--- src/rtl/alu_op_sequencer.sv ---
// alu_op_sequencer: handshaked request/response driver for the logical/shift ALU.
// Define ALU_OPCHK_EN to flag opcodes 011/111 with rsp_err instead of forwarding them.
module alu_op_sequencer #(
    parameter int WIDTH      = 32,
    parameter int SETTLE_CYC = 1,
    parameter int CNT_W      = 16
) (
    input  logic             clk,
    input  logic             reset,
    input  logic             req_valid,
    output logic             req_ready,
    input  logic [2:0]       req_op,
    input  logic [WIDTH-1:0] req_a,
    input  logic [WIDTH-1:0] req_b,
    output logic [WIDTH-1:0] alu_in1,
    output logic [WIDTH-1:0] alu_in2,
    output logic             alu_sel0,
    output logic             alu_sel1,
    output logic             alu_sel2,
    input  logic [WIDTH-1:0] alu_out,
    output logic             rsp_valid,
    input  logic             rsp_ready,
    output logic [WIDTH-1:0] rsp_data,
    output logic [2:0]       rsp_op,
    output logic             rsp_err,
    output logic [CNT_W-1:0] op_count
);
    typedef enum logic [1:0] {IDLE, DRIVE, CAPTURE, RESP} state_t;
    state_t state, state_nx;
    logic [3:0] cnt;
    logic accept, bad_op;
    assign req_ready = (state == IDLE) && !reset;
    assign accept = req_valid && req_ready;
`ifdef ALU_OPCHK_EN
    assign bad_op = req_op[1:0] == 2'b11;
`else
    assign bad_op = 1'b0;
`endif
    always_comb begin
        state_nx = state;
        case (state)
            IDLE:    state_nx = accept ? (bad_op ? RESP : DRIVE) : IDLE;
            DRIVE:   state_nx = (cnt == 4'd0) ? CAPTURE : DRIVE;
            CAPTURE: state_nx = RESP;
            RESP:    state_nx = rsp_ready ? IDLE : RESP;
            default: state_nx = IDLE;
        endcase
    end
    // ALU lines are only written at a normal accept, so they hold through RESP and IDLE
    always_ff @(posedge clk) begin
        if (reset) begin
            state     <= IDLE;
            cnt       <= '0;
            alu_in1   <= '0;
            alu_in2   <= '0;
            alu_sel0  <= 1'b0;
            alu_sel1  <= 1'b0;
            alu_sel2  <= 1'b0;
            rsp_valid <= 1'b0;
            rsp_data  <= '0;
            rsp_op    <= '0;
            rsp_err   <= 1'b0;
            op_count  <= '0;
        end else begin
            state <= state_nx;
            if (accept && !bad_op) begin
                alu_in1 <= req_a;
                alu_in2 <= req_b;
                {alu_sel2, alu_sel1, alu_sel0} <= req_op;
                cnt <= 4'(SETTLE_CYC - 1);
            end
            if (accept && bad_op) begin
                rsp_valid <= 1'b1;
                rsp_data  <= '0;
                rsp_op    <= req_op;
                rsp_err   <= 1'b1;
            end
            if (state == DRIVE && cnt != 4'd0)
                cnt <= cnt - 4'd1;
            if (state == CAPTURE) begin
                rsp_valid <= 1'b1;
                rsp_data  <= alu_out;
                rsp_op    <= {alu_sel2, alu_sel1, alu_sel0};
                rsp_err   <= 1'b0;
            end
            if (state == RESP && rsp_ready) begin
                rsp_valid <= 1'b0;
                rsp_err   <= 1'b0;
                op_count  <= op_count + CNT_W'(1);
            end
        end
    end
endmodule
--- config.mk ---
export PLATFORM = sky130hd
export DESIGN_NAME = alu_op_sequencer
export DESIGN_NICKNAME = d
export VERILOG_FILES = /design/src/rtl/alu_op_sequencer.sv
export SDC_FILE = /design/constraint.sdc
export NUM_CORES = 1
export LEC_CHECK = 0
export BUFFER_PORTS_ARGS = -buffer_cell sky130_fd_sc_hd__buf_4
export CAP_MARGIN = 20
export CORE_MARGIN = 1
export CORE_UTILIZATION = 42
export CTS_CLUSTER_DIAMETER = 60
export CTS_CLUSTER_SIZE = 24
export DETAILED_ROUTE_END_ITERATION = 8
export GPL_TIMING_DRIVEN = 0
export PLACE_DENSITY = 0.82
export SYNTH_ARGS = -nofsm -noshare
export SYNTH_HDL_FRONTEND = slang
export SYNTH_SLANG_ARGS = --single-unit
export TNS_END_PERCENT = 5
--- constraint.sdc ---
create_clock -name clk -period 1.5 [get_ports clk]
set_input_delay 0.3 -clock clk [delete_from_list [all_inputs] [get_ports clk]]
set_output_delay 0.3 -clock clk [all_outputs]
set_load 0.03 [all_outputs]
# Word level (Yosys, flattened, before mapping)
# Index checks and enable logic that the tools add are counted.
[totals]
reg_bits = 125
in_bits = 103
output_inout_bits = 121
[op_classes]
n_reduce_logical = 10
eq_ne = 3
mux = 6
n_addsub = 2
[op_table]
columns = ["cell", "count"]
rows = [
  ["adder 16 x 1 -> 16 bit (second input constant)", 1],
  ["2-to-1 mux 4 bit", 2],
  ["one-hot mux 2 bit (4 select lines)", 1],
  ["equality test 2 bit (second input constant)", 2],
  ["logical AND 1 bit", 4],
  ["zero test 4 bit", 1],
  ["2-to-1 mux 2 bit", 2],
  ["nonzero test 4 bit", 1],
  ["subtractor 4 x 1 -> 4 bit (second input constant)", 1],
  ["equality test 2 x 1 -> 1 bit (second input constant)", 1],
  ["zero test 2 bit", 1],
  ["nonzero test 2 bit", 1],
  ["OR reduction 2 bit", 1],
  ["zero test 1 bit", 1],
  ["2-to-1 mux 1 bit", 1],
]

# Depth between registers and ports, before layout
[logic_depth]
ltp_word = 5
ltp_mapped = 6

# Worst setup path before layout
# Ideal clock, no wire load.
[synth_timing]
path_kind = "register -> register"
from = "reg op_count[2]"
to = "reg op_count[13]"
path_stages_with_launch = 5
t_required_ps = 1430
arrival_time_ps = 1710
slack_ps = -280
setup_ps = 70
path_cell_list = "dfxtp_1 > nand4_4 > or2_4 > or4_1 > a21oi_1"
[synth_between]
elab_chain_cells = 1
[synth_lines]
columns = ["element", "line_no", "rtl"]
rows = [
  ["from (decl)", "26", "output logic [CNT_W-1:0] op_count"],
  ["from (signal assigned)", "89", "op_count <= op_count + CNT_W'(1);"],
  ["adder 16 x 1 -> 16 bit", "89", ""],
]
# No other way between the ends.
# A chain may end at the register's enable or synchronous reset.

# Final worst setup path
[layout_timing]
from = "reg state[1]"
to = "reg op_count[15]"
[layout_between]
elab_chain_cells = 2
[layout_lines]
columns = ["element", "line_no", "rtl"]
rows = [
  ["from (decl)", "29", "state_t state, state_nx;"],
  ["from (signal assigned)", "65", "state <= state_nx;"],
  ["equality test 2 bit", "86", "if (state == RESP && rsp_ready) begin"],
  ["logical AND 1 bit", "86", ""],
]
# No other way between the ends.

==> summary.txt <==
Flow run
  – Max_cap viols: 0

Yosys
  – Mapped Cells: approximately 570
  – Post-synth EDFFs: 0
  – Synthesized cell area: 4760 um^2
  – Library cells used by synthesis: 37
  – Yosys top cell area share: 0.526
  – Avg Cell Area, Syn: ~8.3 um^2
  – Seq/Total Area, Yosys: 0.526
  – Post-synthesis register bit count: 125
  – Synth area leaders: dfxtp_1 53%, nand2_1 12%, nand2b_1 9.1%, o21ai_0 6.8%, a21oi_1 4.9%
  – Syn nets: between 600 and 700
  – Top-count cell post-synth: nand2_1
  – Ys async rst share: 0
  – Main flop type after synthesis: dfxtp_1
  – Yosys top cell by area: dfxtp_1
  – Ys Warns: 0
  – Synth cell count leaders: 148 x nand2_1, 125 x dfxtp_1, 69 x nand2b_1, 65 x o21ai_0, 47 x a21oi_1

Power
  – P per Cell Area: 1350 nW/um^2
  – VDD IR max: 913 uV
  – Leakage power: ~3.3 nW
  – Total power: ~10 mW

STA
  – Fmax: between 0.6 and 0.7 GHz
  – Final Setup Violations: 4
  – Slew headroom: 0.611
  – Final Skew: 6.13 ps
  – Final Hold Viols: 0
  – Hold slack: 74.4 ps
  – Final Slew Violations: 0
  – Final worst path period need: between 1500 and 2000 ps
  – Least-Margin Pin Slew: about 600 ps
  – Slack of the critical path: -69.4 ps
  – Unrepaired setup endpoints after global routing: yes
  – TNS Setup: -175 ps
  – Tcrit/Tclk final: 1.05

Setup path
  – Worst reg2reg path startpoint: state[1]
  – Reg2reg setup slack: -70 ps
  – WS Path Type: flip-flop to flip-flop
  – Worst r2r path cells: 6
  – CP startpoint kind: flip-flop
  – CP required: roughly 1900 ps
  – Crit end category: flip-flop
  – Critical Path AT: 1920 ps
  – Critical R2R Capture: op_count[15]
  – Worst setup path start: state[1]
  – Crit-path max FO: 6

Final layout
  – Util after Layout: 0.688
  – Share of cells above drive strength 1: 0.392
  – Fin area: 7520 um^2
  – Cell Count, Final, Fillers Out: 975
  – Final nets: around 900
  – Fill cells: ~840
  – Layout area overhead: 58.0%
  – Diode count: 0

Detailed routing
  – DRC: 0
  – Initial DRC Count: between 200 and 300
  – ANT nets after route: 0
  – Drt via density: roughly 5
  – Vias: just under 5000
  – Wire per inst: 15.0 um
  – Routed wire length: between 10 and 15 mm
  – Drt first pass iters: 5

Die
  – Row cnt: 38
  – Total die area: 11800 um^2
  – Chip width: 108 um
  – Die Y: about 110 um
  – Core ar.: approximately 11000 um^2
  – Initial Util: 0.435
  – I/O pin cnt: 224

Global routing
  – Largest net degree at the start of global routing: 17
  – Initial antenna violation count: 0
  – Global-route wire length before repair: between 20 and 25 mm
  – Total GRT Usage: 0.241
  – Vias in the first global route: approximately 4600
  – Total gr overflow: 0

Placed design
  – Global placer's final weighted congestion: ~0.8
  – Pre-CTS WS: -591 ps
  – Area after DPL: ~6600 um^2
  – # port buffers: between 200 and 250
  – HPWL reported at the end of detailed placement: ~10 mm
  – Post-Place Cells: between 900 and 1000

Clock network
  – CTS sink count: approximately 130
  – TritonCTS buffer count: 17
  – Max Buffers Root-to-Sink: 2
  – CTS tree: built
  – CTS Root Cell: clkbuf_16
  – Later-pin clock latency in the skew report: ~420 ps
  – # H-tree levels: 4
  – Clk slew on worst S/H paths: 60 ps
  – Hold Buf Count CTS: 0

Worst hold path
  – Hold Crit Start: req_b[13]
  – Hold depth: 3
  – Worst hold path class: input port to flip-flop
  – Worst Hold End: alu_in2[13]

Outcome
  – Status: finished with violations
  – Failing checks: negative setup slack
[timing repair]
item / CTS / global route
pin swaps: 4 / 7
setup buffers: 4 / 5
cloned: 0 / 2
resized for setup: 23 / 44
endpoints found under the setup margin: 122 / 90
[kinds of logic after synthesis]
family          synth area share
fa+ha+maj                0.00526
simple gates               0.278
compound gates             0.131
xor+xnor                  0.0184
buf+inv                   0.0408
other cells             0.000788
flops                      0.526
[worst max-delay path, stage by stage, from the launching register on]
cell and delay, ps:
dfxtp_4 370, buf_6 120, and3_1 160, buf_6 130, nand4_4 100, or4_4 510, a21oi_2 110
[cell usage in the layout (no fill, tap or decap), types with 2 or more instances in the layout]
cell type / n
buf_4: 233
nand2_1: 148
dfxtp_1: 112
nand2b_1: 69
o21ai_0: 65
a21oi_1: 44
clkbuf_16: 17
nor2_1: 14
clkbuf_2: 13
clkbuf_1: 10
dfxtp_4: 9
buf_2: 8
xnor2_1: 7
nand4_1: 6
o21ai_1: 5
bufinv_16: 5
buf_6: 4
nand3_1: 4
clkinvlp_4: 4
dfxtp_2: 4
nor4_4: 3
or3_1: 3
nor3_1: 3
xor2_1: 3
inv_2: 2
clkbuf_4: 2
buf_1: 2
nand4_4: 2
o31ai_1: 2
a21oi_2: 2
clkinv_2: 2
clkinv_4: 2
[power by group]
group	internal, mW	switching (mW)
registers	3.59	0.172
logic	0.745	1.11
clock network	2.99	1.53
total	7.33	2.81
[layout make-up]
cell class / count / area, um^2 / area share
clock buffer: 18 / 439 / 0.0584
sequential: 125 / 2540 / 0.338
timing repair buffer: 233 / 1750 / 0.233
clock inverter: 14 / 216 / 0.0288
buffer: 39 / 209 / 0.0278
tap: 140 / 175 / 0.0233
multi-input combinational: 403 / 2180 / 0.290
inverter: 3 / 11.3 / 0.00150
[layer usage]
layer  routed length, um  up-vias  share of wire  global-route usage
li1                    -     2384              -                   -
met1                5640     2193           0.39               0.260
met2                7130      214           0.49               0.405
met3                1440       33          0.099              0.0952
met4                 403        0          0.028               0.125
met5                   0        -              0                   0
[worst max-delay path by stage]
stage | to | cells after the start
2_1_floorplan | op_count[15] | 4
3_3_place_gp | alu_in2[1] | 6
3_5_place_dp | alu_in2[2] | 6
4_1_cts | op_count[15] | 6
5_1_grt | req_ready | 3
6_report | op_count[15] | 6
[state kept, by name, indices dropped and copies added (netlist names)]
signal	cells
alu_in2	32
cnt	4
op_count	16
rsp_data	32
rsp_valid	1
alu_in1	32
alu_sel0	1
rsp_op	3
alu_sel1	1
alu_sel2	1
state	2
(Power assumes the default switching activity.)
